`config.mk`:
```
export PLATFORM = sky130hd
export DESIGN_NAME = alu
export DESIGN_NICKNAME = d
export VERILOG_FILES = /design/src/rtl/alu.sv
export SDC_FILE = /design/constraint.sdc
export NUM_CORES = 1
export LEC_CHECK = 0
export ABC_AREA = 0
export BUFFER_PORTS_ARGS = -buffer_cell sky130_fd_sc_hd__buf_4
export CORE_ASPECT_RATIO = 2
export CORE_MARGIN = 10
export CORE_UTILIZATION = 57
export DETAILED_ROUTE_END_ITERATION = 6
export GPL_ROUTABILITY_DRIVEN = 1
export PLACE_DENSITY = 0.84
export SLEW_MARGIN = 20
export SYNTH_ARGS = -nofsm -noshare
export SYNTH_HDL_FRONTEND = slang
export SYNTH_SLANG_ARGS = --single-unit
```
`constraint.sdc`:
```
create_clock -name i_clk -period 3.9 [get_ports i_clk]
set_clock_uncertainty 0.1 [all_clocks]
set_input_delay 0.585 -clock i_clk [delete_from_list [all_inputs] [get_ports i_clk]]
set_output_delay 0.585 -clock i_clk [all_outputs]
set_load 0.03 [all_outputs]
```
`src/rtl/alu.sv`:
```
// Registered integer ALU: add/sub with optional carry/borrow chaining through an
// internal carry register; result word packs {X, C, data}.
module alu #(
  parameter int NB_REGISTERS = 34,
  parameter int DATA_WIDTH   = 32
) (
  input  logic                    i_clk,
  input  logic                    i_rst,
  input  logic [2:0]              i_alu_ctrl,
  input  logic [NB_REGISTERS-1:0] i_data_A,
  input  logic [NB_REGISTERS-1:0] i_data_B,
  output logic [NB_REGISTERS-1:0] o_data
);

  localparam logic [2:0] OP_ADD  = 3'd0;
  localparam logic [2:0] OP_SUB  = 3'd1;
  localparam logic [2:0] OP_ADDC = 3'd2;
  localparam logic [2:0] OP_SUBC = 3'd3;

  localparam int MSB = DATA_WIDTH - 1;

  logic [DATA_WIDTH-1:0] a;
  logic [DATA_WIDTH-1:0] b;
  logic [DATA_WIDTH-1:0] res;
  logic [DATA_WIDTH:0]   wide;
  logic                  cin;
  logic                  c_next;
  logic                  x_next;
  logic                  arith;
  logic                  carry_q;

  // The two upper operand bits are architecturally ignored.
  logic unused_upper;
  assign unused_upper = &{1'b0, i_data_A[NB_REGISTERS-1:DATA_WIDTH],
                          i_data_B[NB_REGISTERS-1:DATA_WIDTH]};

  always_comb begin
    a      = i_data_A[DATA_WIDTH-1:0];
    b      = i_data_B[DATA_WIDTH-1:0];
    cin    = i_alu_ctrl[1] & carry_q;
    wide   = '0;
    res    = '0;
    c_next = 1'b0;
    x_next = 1'b0;
    arith  = 1'b0;
    case (i_alu_ctrl)
      OP_ADD, OP_ADDC: begin
        wide   = {1'b0, a} + {1'b0, b} + {{DATA_WIDTH{1'b0}}, cin};
        res    = wide[DATA_WIDTH-1:0];
        c_next = wide[DATA_WIDTH];
        x_next = (a[MSB] == b[MSB]) && (res[MSB] != a[MSB]);
        arith  = 1'b1;
      end
      OP_SUB, OP_SUBC: begin
        // A negative (DATA_WIDTH+1)-bit difference sets the top bit: that is the borrow.
        wide   = {1'b0, a} - {1'b0, b} - {{DATA_WIDTH{1'b0}}, cin};
        res    = wide[DATA_WIDTH-1:0];
        c_next = wide[DATA_WIDTH];
        x_next = (a[MSB] != b[MSB]) && (res[MSB] != a[MSB]);
        arith  = 1'b1;
      end
      default: begin
        x_next = 1'b1;
      end
    endcase
  end

  always_ff @(posedge i_clk) begin
    if (i_rst) begin
      o_data  <= '0;
      carry_q <= 1'b0;
    end else begin
      o_data <= {x_next, c_next, res};
      if (arith) carry_q <= c_next;
    end
  end

endmodule

```
==> After elaboration in Yosys (flattened, before gate mapping) <==
Cells that the tools add are included.
{ "op_classes": {"n_mux": 4, "bitwise": 1, "n_reduce_logical": 6, "n_addsub": 4, "n_eq_ne": 7} }
{ "op_table": {"columns": ["cell", "count"], "rows": [
  ["32-bit case mux with 2 select lines", 1],
  ["32-bit by 32-bit adder with 33-bit output", 1],
  ["33-bit by 1-bit adder with 33-bit output", 1],
  ["32-bit by 32-bit subtractor with 33-bit output", 1],
  ["33-bit by 1-bit subtractor with 33-bit output", 1],
  ["3-bit by 2-bit equality test with 1-bit output, second input constant", 2],
  ["1-bit case mux with 2 select lines", 2],
  ["2-bit OR reduction", 2],
  ["4-bit OR reduction", 1],
  ["3-bit by 1-bit equality test with 1-bit output, second input constant", 1],
  ["3-bit logical NOT", 1],
  ["1-bit inequality test", 3],
  ["1-bit logical AND", 2],
  ["1-bit bitwise AND", 1],
  ["1-bit equality test", 1],
  ["1-bit two-way mux", 1]
]} }
{ "word_totals": {"output_inout_bits": 34, "word_cells": 24, "in_bits": 73, "register_bits": 35} }

==> Logic depth before layout (Yosys ltp) <==
{ "depth": {"word_depth": 5, "ltp_mapped": 14, "depth_no_buf": 14} }

==> Worst setup path before layout <==
No wires, ideal clock.
{ "synth_path": {"path_kind": "input port to flip-flop", "start": "in i_alu_ctrl[1]", "end": "reg carry_q", "setup_ns": 0.125, "path_slack_ns": 0.396, "required_ns": 3.675, "path_buffers": 0, "arrival_ns": 3.279, "stages": 12, "path_cell_list": "nand2_1 > fa_1 > fa_1 > nand2b_2 > a31o_1 > a221o_2 > a311o_1 > nand3_2 > a21oi_2 > a311oi_2 > xnor2_1 > o221ai_2"} }
{ "synth_between": {"elab_chain_len": 3, "elab_cells_between_ends": 12, "cone_classes": "add/sub: 2; eq/ne: 3; mux: 2; bitwise: 1; reduce/logical: 4"} }
{ "synth_rtl": {"columns": ["item", "line_no", "rtl"], "rows": [
  ["start: declaration", "9", "input logic [2:0] i_alu_ctrl,"],
  ["1-bit bitwise AND (tied with other cells)", "40", "cin = i_alu_ctrl[1] & carry_q;"],
  ["33-bit by 1-bit subtractor with 33-bit output (tied with other cells)", "56", "wide = {1'b0, a} - {1'b0, b} - {{DATA_WIDTH{1'b0}}, cin};"],
  ["1-bit case mux with 2 select lines / 1-bit two-way mux (equally long branches)", "46", "case (i_alu_ctrl)"],
  ["end signal: assignment", "74", "if (arith) carry_q <= c_next;"],
  ["end: declaration", "30", "logic carry_q;"]
]} }
Parallel ways exist; a longest one is shown, timed or not.
A chain may end at the register's enable or synchronous reset.

==> Worst setup path after layout <==
{ "layout_path": {"start": "in i_alu_ctrl[1]", "end": "reg o_data[22]"} }
{ "layout_between": {"elab_chain_len": 3, "elab_cells_between_ends": 10, "cone_classes": "add/sub: 2; eq/ne: 3; mux: 1; bitwise: 1; reduce/logical: 3"} }
{ "layout_rtl": {"columns": ["item", "line_no", "rtl"], "rows": [
  ["1-bit bitwise AND (tied with other cells)", "40", null],
  ["33-bit by 1-bit subtractor with 33-bit output (tied with other cells)", "56", null],
  ["32-bit case mux with 2 select lines *", "46", null],
  ["end signal: assignment", "73", "o_data <= {x_next, c_next, res};"],
  ["end: declaration", "12", "output logic [NB_REGISTERS-1:0] o_data"]
]} }
Mark *: on every way between the ends. The rest lies on a longest branch, timed or not.

==> impl_metrics.tcl <==
set metrics [dict create \
    end_kind "register" \
    startpoint "i_alu_ctrl[1]" \
    r2r_cells 15 \
    nNetsFinal 975 \
    hold_buffers 0 \
    yosys_warnings 0 \
    async_reset_ff_share_pct 0 \
    wl_met3_um 531 \
    final_hold_viol_count 0 \
    die_x_um 87.8 \
    grt_max_degree 52 \
    avgSynthCellArea_um2 7.46 \
    min_from "i_rst" \
    grt_antenna_before_repair 0 \
    grt_first_pass_wirelength_um 26200 \
    cts.clk_slew.worst_paths_ps 60 \
    num_vias 5480 \
    holdPathStages 2 \
    fin_cells 908 \
    p_comb_share_pct 55.1 \
    cts.sink_count 35 \
    synthCells 702 \
    start_util_pct 58.1 \
    wl_um 16500 \
    rsz0062_at_grt "false" \
    pwr-share-seq_pct 19.6 \
    yosysSeqAreaShare_pct 13.4 \
    core_area_um2 9010 \
    switching_power_uw 836 \
    grt_pass1_vias 5809 \
    cp_data_required_time_ps 3970 \
    final_min_period_over_clock_period_pct 93.4 \
    synth.distinct_cells 69 \
    reg2reg_slack_ps 350 \
    die_area_um2 13700 \
    clk_latency_ps 280 \
    highest_layer "met4" \
    start_kind "input pin" \
    drt_iter0_drc 321 \
    cts_tree "yes" \
    worst_pin_slew_ps 623 \
    dr_wl_met2_um 9390 \
    pin_count 107 \
    post_cts_resize_count 0 \
    crit_type "input pin to register" \
    clockPowerShare_pct 25.3 \
    min_to "o_data[33]" \
    max_cap_viol_count 0 \
    overflow 0 \
    h-tree-depth 2 \
    clk_path_buf_depth 2 \
    drtAntennaViolNets 0 \
    portBuffers 102 \
    setup_tns_ps 0 \
    rr_startpoint "carry_q" \
    p_int_uw 1230 \
    synth_edf_count 0 \
    worstReg2RegEnd "o_data[22]" \
    drc 0 \
    dieHeight_um 156 \
    outcome "complete, no violations" \
    rows 49 \
    critical_path.max_fanout 4 \
    cts_root_buffer "clkbuf_16" \
    fin_crit_ps 3640 \
    routedWlPerCell_um 18.2 \
    ir_worst_vdd_mv 0.184 \
    cts_setup_buffers 0 \
    wl_met1_um 5660 \
    dp_cells 900 \
    first_pass_iters 5 \
    drive_gt1_share_pct 17.2 \
    grt_usage_pct 23.4 \
    syn-num-nets 872 \
    setup_viol 0 \
    vias_per_cell 6.04 \
    gp_congestion 0.955 \
    final_common_cell "buf_4" \
    leakage_uw 0.00312 \
    synthFlopType "dfxtp_1" \
    hold_path_class "input pin to register" \
    dp.final_hpwl_um 13800 \
    layout_common_cells "buf_4 (115), inv_1 (106), ha_1 (93)" \
    diodes 0 \
    max-slew-margin-rel_pct 57.9 \
    fmax_ghz 0.274 \
    p_per_area_nw_per_um2 326 \
    synth_seq_cells 35 \
    switching_share_pct 40.4 \
    tritoncts.num_buffers 5 \
    synth_area_um2 5240 \
    syn_to_final_growth_pct 21.1 \
    worstPathArrival_ps 3710 \
    finalMaxSlewViolations 0 \
]
-- cell type report --
| type | instances | area, um^2 |
|---|---|---|
| repair buffers | 115 | 863 |
| clock inverters | 2 | 60.1 |
| fillers | 766 | 2670 |
| inverters | 107 | 402 |
| clock buffers | 6 | 129 |
| multi-input cells | 541 | 4060 |
| flip-flops and latches | 35 | 701 |
| well taps | 102 | 128 |
-- state kept, by name, summed over array words and instances (netlist names) --
| register | cells |
|---|---|
| carry_q | 1 |
| o_data | 34 |
-- through the flow --
stage / cell area (um^2) / hold WS, ps / util [%] / setup slack (ps) / total power, uW
CTS: 6340 / 385 / 70.4 / 310 / 2060
floorplan: 5240 / 394 / - / 396 / 1190
global placement: 6160 / 417 / 68.3 / 64.8 / 1510
global route: 6340 / 391 / 70.4 / 51.1 / 2190
finish: 6340 / 390 / 70.4 / 256 / 2070
detailed placement: 6160 / 428 / 68.3 / 16.2 / 1530
-- power groups by stage --
| stage | registers (uW) | clock network, uW | logic (uW) |
|---|---|---|---|
| 2_1_floorplan | 477 | 0 | 717 |
| 3_3_place_gp | 413 | 0 | 1100 |
| 3_5_place_dp | 413 | 0 | 1120 |
| 4_1_cts | 405 | 527 | 1130 |
| 5_1_grt | 407 | 538 | 1240 |
| 6_report | 406 | 524 | 1140 |
-- layer usage --
metal	track usage [%]	up-vias
met5	0	-
met4	13.7	0
met3	2.35	71
met2	46.7	183
met1	20.8	2569
li1	-	2657
-- cell families after synthesis --
logic type               count (synthesis)  synth area share [%]
AO/OA/AOI/OAI                          205                  26.8
XOR/XNOR                                59                  9.86
buffers and inverters                  126                  9.08
multiplexers                             2                 0.382
flip-flops                              35                  13.4
adder cells (fa/ha/maj)                 97                  23.7
AND/OR/NAND/NOR                        178                  16.8
-- worst max-delay path by stage --
stage / cells past startpoint / endpoint / slack [ps]
2_1_floorplan: 12 / carry_q / 400
3_3_place_gp: 12 / carry_q / 60
3_5_place_dp: 12 / carry_q / 20
4_1_cts: 12 / carry_q / 310
5_1_grt: 16 / o_data[22] / 50
6_report: 16 / o_data[22] / 260
-- worst max-delay path, stage by stage --
cell	delay [ps]
buf_4	110
nand2_1	100
inv_1	60
fa_1	410
inv_1	90
fa_1	180
o21bai_1	60
a21oi_1	240
o31ai_1	150
a311oi_1	540
buf_4	210
o21ai_2	90
a21boi_0	320
xnor2_1	170
nor2_1	60
a211oi_1	340
-- synth_stat cells (4+ instances only) --
| master | number | area share [%] |
|---|---|---|
| a211oi_1 | 26 | 3.7 |
| a21boi_0 | 6 | 0.86 |
| a21o_1 | 17 | 2.4 |
| a21oi_1 | 53 | 5.1 |
| a221oi_1 | 4 | 0.67 |
| a31oi_1 | 8 | 0.96 |
| and3_1 | 8 | 0.96 |
| clkbuf_1 | 15 | 1.1 |
| dfxtp_1 | 35 | 13 |
| fa_1 | 4 | 1.5 |
| ha_1 | 93 | 22 |
| inv_1 | 106 | 7.6 |
| nand2_1 | 30 | 2.1 |
| nand2b_1 | 5 | 0.60 |
| nand3_1 | 15 | 1.4 |
| nand4_1 | 9 | 1.1 |
| nor2_1 | 64 | 4.6 |
| nor2b_1 | 16 | 1.9 |
| nor3_1 | 7 | 0.67 |
| o211ai_1 | 4 | 0.57 |
| o21a_1 | 4 | 0.57 |
| o21ai_0 | 32 | 3.1 |
| o21bai_1 | 7 | 1.0 |
| o31ai_1 | 6 | 0.86 |
| xnor2_1 | 47 | 7.9 |
| xor2_1 | 12 | 2.0 |
Note: power is estimated with default switching activity, not from simulation.
